File: src/rtl/parking_request_frontend.sv
// -----------------------------------------------------------------------------
// parking_request_frontend
//
// Upstream stage of the parking gate controller. It cleans up the raw keypad
// strobes and the raw exit push-button and produces the request interface the
// gate controller consumes. Requests are spaced so that the controller's
// four-cycle IDLE->CHECK->OPEN->CLOSE sequence can never be overrun.
//
// Ports:
//   clk           in   system clock, rising edge
//   reset         in   synchronous active-high reset
//   key_valid     in   one-cycle strobe, key_data holds a digit nibble
//   key_data      in   [3:0] digit nibble
//   key_enter     in   one-cycle strobe, submit the assembled code
//   key_clear     in   one-cycle strobe, discard the assembled code
//   exit_button   in   raw asynchronous exit push-button, active-high
//   passcode_in   out  [7:0] code presented to the controller
//   enter_req     out  one-cycle entry request
//   exit_req      out  one-cycle exit request
//   digit_count   out  [1:0] nibbles currently held (0..2)
//   entry_timeout out  one-cycle pulse when a code is discarded by timeout
//   busy          out  high whenever the request FSM is not in WAIT
// -----------------------------------------------------------------------------
module parking_request_frontend #(
    parameter int DEBOUNCE_CYCLES = 16,
    parameter int TIMEOUT_CYCLES  = 1000,
    parameter int HOLDOFF_CYCLES  = 3
) (
    input  logic       clk,
    input  logic       reset,
    input  logic       key_valid,
    input  logic [3:0] key_data,
    input  logic       key_enter,
    input  logic       key_clear,
    input  logic       exit_button,
    output logic [7:0] passcode_in,
    output logic       enter_req,
    output logic       exit_req,
    output logic [1:0] digit_count,
    output logic       entry_timeout,
    output logic       busy
);

    localparam int DB_W = $clog2(DEBOUNCE_CYCLES + 1);
    localparam int TO_W = $clog2(TIMEOUT_CYCLES + 1);
    localparam int HO_W = $clog2(HOLDOFF_CYCLES + 1);

    typedef enum logic [1:0] {
        S_WAIT  = 2'd0,
        S_ENTRY = 2'd1,
        S_EXIT  = 2'd2,
        S_HOLD  = 2'd3
    } state_t;

    state_t          r_state;
    state_t          w_next_state;

    logic            r_sync1;
    logic            r_sync2;
    logic            r_btn_db;
    logic [DB_W-1:0] r_db_cnt;
    logic            r_exit_pending;

    logic [7:0]      r_code;
    logic [1:0]      r_count;
    logic            r_last_entry;
    logic [HO_W-1:0] r_hold_cnt;
    logic [TO_W-1:0] r_to_cnt;
    logic            r_timeout;

    logic            w_db_flip;
    logic            w_db_rise;
    logic            w_in_wait;
    logic            w_ev_clear;
    logic            w_ev_submit;
    logic            w_ev_abort;
    logic            w_ev_exit;
    logic            w_ev_digit;
    logic            w_key_accepted;
    logic            w_hold_done;
    logic            w_timeout;
    logic            w_code_clr;

    // Exit button: two-flop synchronizer.
    always_ff @(posedge clk) begin
        if (reset) begin
            r_sync1 <= 1'b0;
            r_sync2 <= 1'b0;
        end else begin
            r_sync1 <= exit_button;
            r_sync2 <= r_sync1;
        end
    end

    // Debounce: flip only after DEBOUNCE_CYCLES consecutive disagreeing
    // samples; any agreeing sample restarts the count.
    assign w_db_flip = (r_sync2 != r_btn_db) &&
                       (r_db_cnt == DB_W'(DEBOUNCE_CYCLES - 1));
    assign w_db_rise = w_db_flip && !r_btn_db;

    always_ff @(posedge clk) begin
        if (reset) begin
            r_btn_db <= 1'b0;
            r_db_cnt <= '0;
        end else if (r_sync2 == r_btn_db) begin
            r_db_cnt <= '0;
        end else if (w_db_flip) begin
            r_btn_db <= ~r_btn_db;
            r_db_cnt <= '0;
        end else begin
            r_db_cnt <= r_db_cnt + DB_W'(1);
        end
    end

    // WAIT-state event arbitration, one event per cycle in priority order.
    assign w_in_wait      = (r_state == S_WAIT);
    assign w_ev_clear     = w_in_wait && key_clear;
    assign w_ev_submit    = w_in_wait && !key_clear && key_enter && (r_count == 2'd2);
    assign w_ev_abort     = w_in_wait && !key_clear && key_enter && (r_count != 2'd2);
    assign w_ev_exit      = w_in_wait && !key_clear && !key_enter && r_exit_pending;
    assign w_ev_digit     = w_in_wait && !key_clear && !key_enter && !r_exit_pending &&
                            key_valid && (r_count != 2'd2);
    assign w_key_accepted = w_ev_clear || w_ev_submit || w_ev_abort || w_ev_digit;

    assign w_hold_done = (r_state == S_HOLD) &&
                         (r_hold_cnt == HO_W'(HOLDOFF_CYCLES - 1));
    assign w_timeout   = w_in_wait && (r_count != 2'd0) && !w_key_accepted &&
                         (r_to_cnt == TO_W'(TIMEOUT_CYCLES - 1));
    assign w_code_clr  = w_ev_clear || w_ev_abort || w_timeout ||
                         (w_hold_done && r_last_entry);

    // FSM: state register.
    always_ff @(posedge clk) begin
        if (reset) begin
            r_state <= S_WAIT;
        end else begin
            r_state <= w_next_state;
        end
    end

    // FSM: next state. When holdoff expires with an exit already pending the
    // exit is dispatched on that same edge (as if WAIT had been passed through
    // in zero time), so consecutive requests are exactly 1+HOLDOFF_CYCLES apart.
    always_comb begin
        w_next_state = r_state;
        case (r_state)
            S_WAIT: begin
                if (w_ev_submit)    w_next_state = S_ENTRY;
                else if (w_ev_exit) w_next_state = S_EXIT;
            end
            S_ENTRY: w_next_state = S_HOLD;
            S_EXIT:  w_next_state = S_HOLD;
            S_HOLD: begin
                if (w_hold_done) w_next_state = r_exit_pending ? S_EXIT : S_WAIT;
            end
            default: w_next_state = S_WAIT;
        endcase
    end

    // FSM: outputs decoded from the state register.
    always_comb begin
        enter_req     = (r_state == S_ENTRY);
        exit_req      = (r_state == S_EXIT);
        busy          = (r_state != S_WAIT);
        digit_count   = r_count;
        entry_timeout = r_timeout;
        passcode_in   = 8'h00;
        if ((r_state == S_ENTRY) || ((r_state == S_HOLD) && r_last_entry))
            passcode_in = r_code;
    end

    // Exit pending: further presses merge; cleared when the exit pulse starts.
    always_ff @(posedge clk) begin
        if (reset) begin
            r_exit_pending <= 1'b0;
        end else if (w_next_state == S_EXIT) begin
            r_exit_pending <= 1'b0;
        end else if (w_db_rise) begin
            r_exit_pending <= 1'b1;
        end
    end

    // Code assembly and request bookkeeping.
    always_ff @(posedge clk) begin
        if (reset) begin
            r_code       <= 8'h00;
            r_count      <= 2'd0;
            r_last_entry <= 1'b0;
            r_hold_cnt   <= '0;
            r_to_cnt     <= '0;
            r_timeout    <= 1'b0;
        end else begin
            if (w_code_clr) begin
                r_code  <= 8'h00;
                r_count <= 2'd0;
            end else if (w_ev_digit) begin
                r_code  <= {r_code[3:0], key_data};
                r_count <= r_count + 2'd1;
            end

            if (r_state == S_ENTRY)     r_last_entry <= 1'b1;
            else if (r_state == S_EXIT) r_last_entry <= 1'b0;

            if ((r_state == S_HOLD) && !w_hold_done) r_hold_cnt <= r_hold_cnt + HO_W'(1);
            else                                     r_hold_cnt <= '0;

            // Idle counter only advances in WAIT; elsewhere it holds its value.
            if (w_in_wait) begin
                if ((r_count == 2'd0) || w_key_accepted || w_timeout) r_to_cnt <= '0;
                else                                                  r_to_cnt <= r_to_cnt + TO_W'(1);
            end

            r_timeout <= w_timeout;
        end
    end

endmodule

File: config.mk
export PLATFORM = sky130hd
export DESIGN_NAME = parking_request_frontend
export DESIGN_NICKNAME = d
export VERILOG_FILES = /design/src/rtl/parking_request_frontend.sv
export SDC_FILE = /design/constraint.sdc
export NUM_CORES = 1
export LEC_CHECK = 0
export CORE_ASPECT_RATIO = 0.75
export CORE_MARGIN = 2
export CORE_UTILIZATION = 35
export CTS_BUF_LIST = sky130_fd_sc_hd__clkbuf_2
export DETAILED_ROUTE_END_ITERATION = 8
export SLEW_MARGIN = 20
export SYNTH_ARGS = -nofsm -noshare
export SYNTH_HDL_FRONTEND = slang
export SYNTH_SLANG_ARGS = --single-unit
File: constraint.sdc
create_clock -name clk -period 2 [get_ports clk]
set_input_delay 0.4 -clock clk [delete_from_list [all_inputs] [get_ports clk]]
set_output_delay 0.4 -clock clk [all_outputs]
set_load 0.01 [all_outputs]
==> results of run 1 <==
state kept, by name (all words and copies together) (netlist names):
name / count
r_btn_db: 1
r_sync2: 1
r_last_entry: 1
r_state: 2
entry_timeout: 1
r_code: 8
r_sync1: 1
r_hold_cnt: 2
digit_count: 2
r_exit_pending: 1
r_to_cnt: 10
r_db_cnt: 5
where the power goes:
group	leakage (nW)	switching, mW	total (mW)	internal, mW
Sequential	0.283	0.0230	0.745	0.722
Clock	0.0281	0.221	0.305	0.0843
Combinational	0.522	0.266	0.509	0.244
metal layers:
layer / part of all wire [%] / GRT usage, %
met1: 54 / 16.9
met2: 40 / 17.0
met3: 4.9 / 4.27
met4: 0.91 / 4.17
met5: 0 / 0
worst max-delay path by stage:
stage	startpoint	to	slack, ns	cells after the start
global placement	r_state[1]$_SDFF_PP0_	passcode_in[7]	-0.12	5
finish	r_state[0]$_SDFF_PP0_	passcode_in[6]	0.11	5
CTS	r_state[0]$_SDFF_PP0_	passcode_in[1]	-0.06	5
floorplan	r_state[1]$_SDFF_PP0_	passcode_in[0]	0.42	4
detailed placement	r_state[1]$_SDFF_PP0_	passcode_in[6]	-0.16	5
global route	r_state[1]$_SDFF_PP0_	passcode_in[3]	-0.0006	6
metrics by stage:
step / setup TNS [ns] / total power, mW / std cells / instance area, um^2
after floorplan: 0 / 1.06 / 172 / 1740
after global placement: -0.909 / 1.20 / 260 / 2080
after detailed placement: -1.20 / 1.20 / 260 / 2080
after CTS: -0.171 / 1.56 / 271 / 2160
after global routing: -0.000563 / 1.66 / 272 / 2150
final: 0 / 1.56 / 272 / 2150
repair_timing:
item                                    in CTS  in global routing
gates resized for setup                     26                 13
endpoints found under the setup margin      11                  7
setup buffers                                3                  1
pin swaps                                    1                  0
cloned                                       0                  0
final cells by class:
type                       count  area [um^2]  share of cell area (%)
timing repair buffer          36          297                    13.8
sequential                    35          703                    32.7
inverter                      10         37.5                    1.75
multi-input combinational    123         1000                    46.5
clock buffer                   6         30.0                    1.40
tap                           60         75.1                    3.49
clock inverter                 2         7.51                   0.349
kinds of logic (layout without fill, tap and decap cells):
| logic type | count (synthesis) | count (layout) |
|---|---|---|
| xor+xnor | 13 | 13 |
| compound gates | 14 | 14 |
| mux | 13 | 13 |
| flops | 35 | 35 |
| fa+ha+maj | 11 | 11 |
| buf+inv | 14 | 54 |
| simple gates | 72 | 72 |
cell usage in the layout, fill, tap and decap left out, types with 4 or more instances in the layout:
cell,count
dfxtp_1,33
nor2_1,24
nor2b_1,12
mux2i_1,12
clkdlybuf4s50_1,12
nor3_2,11
clkbuf_2,11
buf_4,11
inv_1,8
ha_1,8
xnor2_1,7
nand2_1,6
xor2_1,6
a31oi_1,4
==> qor.yml, run 1 <==
logic_synthesis:
  synth_area_leader_cell: "dfxtp_1"
  ys_warn_count: 0
  syn_area_per_cell_um2: 10.1
  synth_adder_area_share_pct: 7.89
  synth_xor_area_share_pct: 6.53
  yosysSeqAreaShare_pct: 40.2
  synth_top_family_by_area: "simple AND/OR/NAND/NOR gates"
  ys_async_sr_fraction_pct: 0
  synth_ff_type: "dfxtp_1"
  syn_nets: 193
  synth-simple-area-share_pct: 26.5
  synthMuxAreaShare_pct: 7.53
  yosysUniqueCellTypes: 37
  synth_edf_count: 0
  synth.most_common_cell: "dfxtp_1"
  syn-cell-area_um2: 1740
  synth-seq-cells: 35
  synth_compound_area_share_pct: 7.25
  netlist_instances: 172
  synth_common_cells: "dfxtp_1 (35), nor2_1 (24), mux2i_1 (12), nor2b_1 (12)"
  synth_top_area_share_pct: 40.2
  synthTopCellsByArea: "dfxtp_1 (40%), ha_1 (7.9%), mux2i_1 (6.9%), nor3_2 (6.3%), nor2_1 (5.2%)"
layout:
  final_layout_size_suffix_gt1_share_pct: 25.9
  diodes: 0
  fin_util_pct: 44.4
  syn_to_final_growth_pct: 23.3
  nNetsFinal: 232
  num-fill-cells: 469
drt:
  dr_total_vias: 1218
  drc_errors: 0
  first_pass_iters: 4
  drt_iter0_markers: 35
  wl_um: 2950
  vias_per_cell: 4.48
  drt-wirelength-per-cell_um: 10.9
  ant_nets: 0
floorplanning:
  initial_utilization_pct: 36.0
  io_pins: 24
  fp.dieH_um: 65.1
  core-area_um2: 4840
  core.rowCount: 22
  die_w_um: 85.5
  design.die.area_um2: 5570
setup_path:
  ff2ff_path_depth: 6
  cp.arrival_ns: 1.49
  reg2reg_slack_ns: 0.29
  r2r-end: "r_code[7]$_SDFFE_PP0P_"
  critPathRequiredTime_ns: 1.60
  cpLargestDelayFamily: "flip-flops"
  critPathSlowestCell: "dfxtp_2"
  crit_type: "reg2out"
  crit_fanout: 5
  max_stage_delay_ns: 0.38
  worst_setup_path_end_kind: "output port"
  path_cells: "ha_2, a21oi_4, buf_6, nor2b_1, buf_2"
  start_kind: "flop"
  path_buf_inv: 2
  rr_startpoint: "r_state[0]$_SDFF_PP0_"
sta:
  finalSetupViolCount: 0
  post-route-min-period_ns: 1.89
  max_freq_mhz: 529
  max_slew_margin_pct: 58.2
  finalClockSkew_ns: 0.0108
  finalMaxSlewViolations: 0
  timing.hold.ws_ns: 0.423
  timing.final.crit_share_pct: 94.5
  worstMarginPinSlew_ns: 0.627
  final_hold_viol_count: 0
  rsz0062_at_grt: "true"
  worst_slack_ns: 0.109
place:
  port_buffers: 23
  place_congestion: 0.738
  hpwl_um: 2140
  pre_cts_ws_ns: -0.157
grt:
  grt-ovfl-total: 0
  grt_max_degree: 12
  grt_pass1_vias: 1145
  antenna_found_initial: 0
  grt_usage_pct: 12.0
  grt_pass1_wl_um: 5220
job:
  maxCapViolations: 0
outcome:
  status: "completed"
min_path:
  min-delay-start: "r_hold_cnt[0]$_SDFF_PP0_"
  hold_end: "r_hold_cnt[0]$_SDFF_PP0_"
  hold_depth: 1
  hp-class: "reg2reg"
power_and_ir_drop:
  peakVddDrop_v: 0.000424
  pwr_density_cell_nw_per_um2: 725
  p_leak_nw: 0.834
clock_tree:
  insertion_delay_ns: 0.36
  root_buffer: "clkbuf_2"
  cts_buffers: 5
  cts_tree: "done"
  clk_pin_slew_worst_paths_ns: 0.17
  cts.path.max_buffers: 2
  cts-htree-levels: 2
  ctsHoldBuffers: 0
  clock-sinks: 35
Power figures use the tool's default switching activity.
==> run 2, diff against run 1 <==
- CTS_BUF_LIST: sky130_fd_sc_hd__clkbuf_2 -> sky130_fd_sc_hd__clkbuf_8
- MAX_ROUTING_LAYER: unset -> met4
==> run 2 against run 1 <==
  * Sequential power fell by 1%
  * Sequential share of layout area fell by 1.4 points
  * Wire length rose by 2.1%
  * Combinational power rose by 2%
  * Worst setup slack got worse by 0.040 ns
  * Sequential cell count did not move
  * Global-route usage rose by 0.28 points
  * Clock skew fell by 0.0076 ns
  * Via count rose by 0.66%
  * Power rose by 16%
  * Critical endpoint is now passcode_in[3]
  * Largest cell class unchanged
==> qor.yml, run 2 (synthesis gave the netlist of run 1 again) <==
layout:
  largest_registers: "r_to_cnt (10), r_code (8), r_db_cnt (5)"
  layout.cells.most_common_list: "dfxtp_1 (34), nor2_1 (24), clkdlybuf4s50_1 (14)"
  syn_to_final_growth_pct: 28.5
  fin_area_um2: 2240  # +4.2%
  regMostFlops: "r_to_cnt"
  final_layout_size_suffix_gt1_share_pct: 22.2  # -3.8 points
  layout_commonest_cell: "dfxtp_1"
  nNetsFinal: 232  # unchanged
  diodes: 0  # unchanged
  largest_reg_flops: 10  # unchanged
setup_path:
  critPathRequiredTime_ns: 1.60  # about the same
  crit_fanout: 5  # unchanged
  cp.arrival_ns: 1.53  # +0.04 ns
  start_kind: "flop"
  crit_type: "reg2out"
  worst_setup_path_end_kind: "output port"
floorplanning:
  io_pins: 24  # unchanged
  core-area_um2: 4840  # unchanged
  fp.dieH_um: 65.1  # unchanged
  die_w_um: 85.5  # unchanged
  initial_utilization_pct: 36.0  # unchanged
  design.die.area_um2: 5570  # unchanged
  core.rowCount: 22  # unchanged
sta:
  max_freq_mhz: 518  # -2.1%
  timing.final.crit_share_pct: 96.5  # +2.0 points
  post-route-min-period_ns: 1.93  # +0.0398 ns
  final_hold_viol_count: 0  # unchanged
  worstMarginPinSlew_ns: 0.629  # +0.00112 ns
  finalMaxSlewViolations: 0  # unchanged
  finalClockSkew_ns: 0.00316  # -0.00762 ns
  max_slew_margin_pct: 58.1  # -0.075 points
  finalSetupViolCount: 0  # unchanged
  fin_setup_tns_ns: 0  # unchanged
place:
  hpwl_um: 2140  # unchanged
  place_congestion: 0.747  # +1.2%
  dpl-instance-area_um2: 2080  # unchanged
  port_buffers: 23  # unchanged
clock_tree:
  root_buffer: "clkbuf_8"
  clk_pin_slew_worst_paths_ns: 0.07  # -0.10 ns
  insertion_delay_ns: 0.28  # -0.08 ns
  cts_buffers: 5  # unchanged
  ctsHoldBuffers: 0  # unchanged
  cts_tree: "done"
  cts-htree-levels: 2  # unchanged
  cts.path.max_buffers: 2  # unchanged
  clock-sinks: 35  # unchanged
drt:
  wl_um: 3020  # +2.1%
  drc_errors: 0  # unchanged
  dr_total_vias: 1226  # +0.66%
  ant_nets: 0  # unchanged
  drt-wirelength-per-cell_um: 11.1  # +2.1%
  drt_iter0_markers: 31  # -11%
  first_pass_iters: 4  # unchanged
  vias_per_cell: 4.51  # +0.66%
power_and_ir_drop:
  p_leak_nw: 0.856  # +2.6%
  power_mw: 1.81  # +16%
  clkPwrFrac_pct: 30.3  # +11 points
  power.switching_mw: 0.528  # +3.6%
  internal-power_mw: 1.28  # +22%
  pwr_density_cell_nw_per_um2: 806  # +11%
  peakVddDrop_v: 0.000453  # +7.0%
  p_sw_share_pct: 29.2  # -3.4 points
  seqPwrFrac_pct: 40.8  # -7.0 points
  power_frac_comb_pct: 28.9  # -3.8 points
grt:
  grt-ovfl-total: 0  # unchanged
  antenna_found_initial: 0  # unchanged
  grt_pass1_vias: 1141  # -0.35%
  grt_pass1_wl_um: 5180  # -0.67%
  grt_usage_pct: 12.3  # +0.28 points
  grt_max_degree: 12  # unchanged
outcome:
  status: "completed"
job:
  maxCapViolations: 0  # unchanged
min_path:
  hp-class: "reg2reg"
## run 2: cell types whose count changed in the layout (fill, tap and decap cells not counted), sizes merged
cell and change:
clkbuf -4, clkinv -2, inv +1, buf -2, clkdlybuf4s15 +5, clkdlybuf4s50 +2
## run 2: final cells by class
cell class / instances / area (um^2)
fill: 463 / 2600
multi-input combinational: 123 / 991
sequential: 35 / 702
timing repair buffer: 36 / 335
clock buffer: 7 / 96.3
tap: 60 / 75.1
inverter: 10 / 37.5
clock inverter: 1 / 3.75
## run 2: worst paths after layout
kind	slack [ns]	endpoint	start	cells past startpoint
max	0.07	passcode_in[3]	r_state[1]$_SDFF_PP0_	6
min	0.41	r_hold_cnt[0]$_SDFF_PP0_	r_hold_cnt[0]$_SDFF_PP0_	1
max reg2reg	0.32	r_code[0]$_SDFFE_PP0P_	r_state[1]$_SDFF_PP0_	7
min reg2reg	0.41	r_hold_cnt[0]$_SDFF_PP0_	r_hold_cnt[0]$_SDFF_PP0_	1
## run 2: routing by layer
layer  part of all wire, %  GRT usage [%]
met3                   4.3           4.27
met5                     0              -
met4                   1.1           4.76
met1                    53           16.5
met2                    41           17.0
## run 2: timing repair
item | CTS | global route
pin swaps | 1 | 1
gates resized for setup | 13 | 11
setup buffers | 2 | 2
setup endpoints to repair | 9 | 6
## run 2: power groups by stage
stage / Sequential [mW] / Combinational, mW / Clock, mW
final: 0.737 / 0.521 / 0.547
after global routing: 0.741 / 0.566 / 0.591
after detailed placement: 0.753 / 0.448 / 0
after CTS: 0.737 / 0.487 / 0.567
after floorplan: 0.749 / 0.307 / 0
after global placement: 0.752 / 0.449 / 0
## run 2: stage by stage
| stage | util [%] | cells | hold slack, ns | setup WS [ns] |
|---|---|---|---|---|
| 2_1_floorplan | - | 172 | 0.391 | 0.423 |
| 3_3_place_gp | 43.0 | 260 | 0.403 | -0.115 |
| 3_5_place_dp | 43.0 | 260 | 0.401 | -0.157 |
| 4_1_cts | 45.5 | 270 | 0.412 | 0.00273 |
| 5_1_grt | 46.3 | 272 | 0.449 | -0.00812 |
| 6_report | 46.3 | 272 | 0.411 | 0.0692 |
## run 2: worst max-delay path: stages (launching register included)
cell             delay [ns]
dfxtp_2                0.34
inv_1                  0.06
ha_2                   0.19
a21oi_4                0.24
buf_6                  0.16
nor2b_1                0.04
clkdlybuf4s15_1        0.22
==> run 3, diff against run 2 <==
- PLACE_DENSITY_LB_ADDON: unset -> 0.25
==> run 3 against run 2 <==
  * Sequential share of layout area is essentially flat
  * Largest cell class unchanged
  * Critical path depth fell by 2
  * Register-to-register slack got worse by 0.03 ns
  * Maximum frequency hardly changed
==> qor.yml, run 3 (synthesis gave the netlist of run 1 again) <==
floorplanning:
  initial_utilization_pct: 36.0  # unchanged
  die_w_um: 85.5  # unchanged
  io_pins: 24  # unchanged
  core.rowCount: 22  # unchanged
  design.die.area_um2: 5570  # unchanged
  core-area_um2: 4840  # unchanged
  fp.dieH_um: 65.1  # unchanged
sta:
  finalClockSkew_ns: 0.00486  # +0.00170 ns
  post-route-min-period_ns: 1.93  # +0.000617 ns
  finalSetupViolCount: 0  # unchanged
  finalMaxSlewViolations: 0  # unchanged
  final_hold_viol_count: 0  # unchanged
  fin_setup_tns_ns: 0  # unchanged
  timing.final.crit_share_pct: 96.6  # about the same
  max_slew_margin_pct: 56.6  # -1.5 points
  max_freq_mhz: 518  # about the same
  worstMarginPinSlew_ns: 0.651  # +0.0228 ns
setup_path:
  critPathRequiredTime_ns: 1.60  # about the same
  crit_type: "reg2out"
  ff2ff_path_depth: 7  # unchanged
  critPathSlowestCell: "clkdlybuf4s50_1"
  path_buf_inv: 3  # unchanged
  start_kind: "flop"
  r2r-end: "r_code[1]$_SDFFE_PP0P_"
  rr_startpoint: "r_state[1]$_SDFF_PP0_"
  crit_start: "r_state[0]$_SDFF_PP0_"
  cpLargestDelayFamily: "buffers and inverters"
  max_stage_delay_ns: 0.55  # +0.21 ns
  crit_fanout: 4  # -1
  path_cells: "inv_1, buf_4, ha_1, clkdlybuf4s50_1"
  cp.arrival_ns: 1.53  # about the same
  reg2reg_slack_ns: 0.29  # -0.03 ns
  worst_setup_path_end_kind: "output port"
clock_tree:
  cts-htree-levels: 2  # unchanged
  root_buffer: "clkbuf_8"
  clock-sinks: 35  # unchanged
  insertion_delay_ns: 0.29  # about the same
  clk_pin_slew_worst_paths_ns: 0.07  # about the same
  cts.path.max_buffers: 2  # unchanged
  cts_buffers: 5  # unchanged
  ctsHoldBuffers: 0  # unchanged
  cts_tree: "done"
drt:
  dr_total_vias: 1258  # +2.6%
  drt-wirelength-per-cell_um: 11.4  # +2.6%
  drc_errors: 0  # unchanged
  vias_per_cell: 4.59  # +1.9%
  wl_um: 3120  # +3.3%
  ant_nets: 0  # unchanged
  first_pass_iters: 3  # -1
  drt_iter0_markers: 69  # +120%
power_and_ir_drop:
  peakVddDrop_v: 0.000444  # -2.0%
  p_sw_share_pct: 29.6  # +0.32 points
  seqPwrFrac_pct: 39.9  # -0.9 points
  p_leak_nw: 0.879  # +2.7%
  power.switching_mw: 0.547  # +3.7%
  internal-power_mw: 1.30  # +2.0%
  clkPwrFrac_pct: 30.8  # +0.5 points
  power_frac_comb_pct: 29.3  # +0.4 points
  pwr_density_cell_nw_per_um2: 825  # +2.4%
layout:
  num-fill-cells: 470  # +1.5%
  regMostFlops: "r_to_cnt"
  largest_registers: "r_to_cnt (10), r_code (8), r_db_cnt (5)"
  layout_commonest_cell: "dfxtp_1"
  fin_util_pct: 46.3  # +0.052 points
  largest_reg_flops: 10  # unchanged
  syn_to_final_growth_pct: 28.6
  final_layout_size_suffix_gt1_share_pct: 23.4  # +1.2 points
  layout.cells.most_common_list: "dfxtp_1 (33), nor2_1 (24), clkdlybuf4s50_1 (14), buf_4 (14)"
  diodes: 0  # unchanged
  nNetsFinal: 234  # +0.86%
min_path:
  hold_end: "r_hold_cnt[0]$_SDFF_PP0_"
  hold_depth: 1  # unchanged
  min-delay-start: "r_hold_cnt[0]$_SDFF_PP0_"
  hp-class: "reg2reg"
place:
  port_buffers: 23  # unchanged
  place_congestion: 0.733  # -1.9%
  hpwl_um: 2380  # +11%
job:
  maxCapViolations: 0  # unchanged
grt:
  antenna_found_initial: 0  # unchanged
  grt_usage_pct: 12.8  # +0.53 points
  grt_max_degree: 12  # unchanged
  grt-ovfl-total: 0  # unchanged
  grt_pass1_vias: 1151  # +0.88%
  grt_pass1_wl_um: 5310  # +2.5%
outcome:
  status: "completed"
==> run 3: cell types whose count changed in the layout (fill, tap and decap cells not counted), sizes merged <==
| cell | before | now |
|---|---|---|
| buf | 13 | 15 |
| clkdlybuf4s15 | 6 | 0 |
| clkinvlp | 0 | 1 |
| dlygate4sd2 | 3 | 9 |
| inv | 11 | 10 |
==> run 3: worst max-delay path by stage <==
stage                     slack (ns)  cells past startpoint             end
after global placement         -0.07                      5  passcode_in[4]
after detailed placement       -0.11                      5  passcode_in[1]
after CTS                      0.006                      5  passcode_in[1]
after global routing          -0.008                      4       enter_req
after floorplan                 0.42                      4  passcode_in[0]
final                           0.07                      4        exit_req
==> run 3: area by class of cell <==
cell class / count / area (um^2) / share of cell area (%)
clock buffers: 7 / 96.3 / 4.29
flip-flops and latches: 35 / 703 / 31.3
clock inverters: 1 / 7.51 / 0.335
inverters: 10 / 37.5 / 1.67
well taps: 60 / 75.1 / 3.35
repair buffers: 38 / 335 / 14.9
multi-input cells: 123 / 988 / 44.1
==> run 3: metal layers <==
metal  global-route usage [%]  routed length [um]
met2                     17.1                1240
met5                        -                   0
met3                     4.15                 104
met1                     17.5                1740
met4                     5.95                  38
==> run 3: metrics by stage <==
step                area, um^2  hold slack, ns  std cells  setup WS, ns  power [mW]
floorplan                 1740           0.391        172         0.423        1.06
global placement          2100           0.405        262       -0.0672        1.23
detailed placement        2100           0.406        262        -0.106        1.23
finish                    2240           0.411        274        0.0686        1.85
CTS                       2220           0.416        272       0.00592        1.84
global route              2240           0.454        274      -0.00786        1.97
==> run 3: power by group through the flow <==
stage	clock network, mW	logic, mW	registers (mW)
floorplan	0	0.307	0.749
global placement	0	0.483	0.752
detailed placement	0	0.479	0.752
CTS	0.589	0.517	0.737
global route	0.629	0.599	0.744
finish	0.570	0.542	0.739
==> run 3: what timing repair did <==
item	in CTS	in global routing
pin swaps	0	1
endpoints found under the setup margin	9	6
gates resized for setup	13	3
buffers inserted	2	2
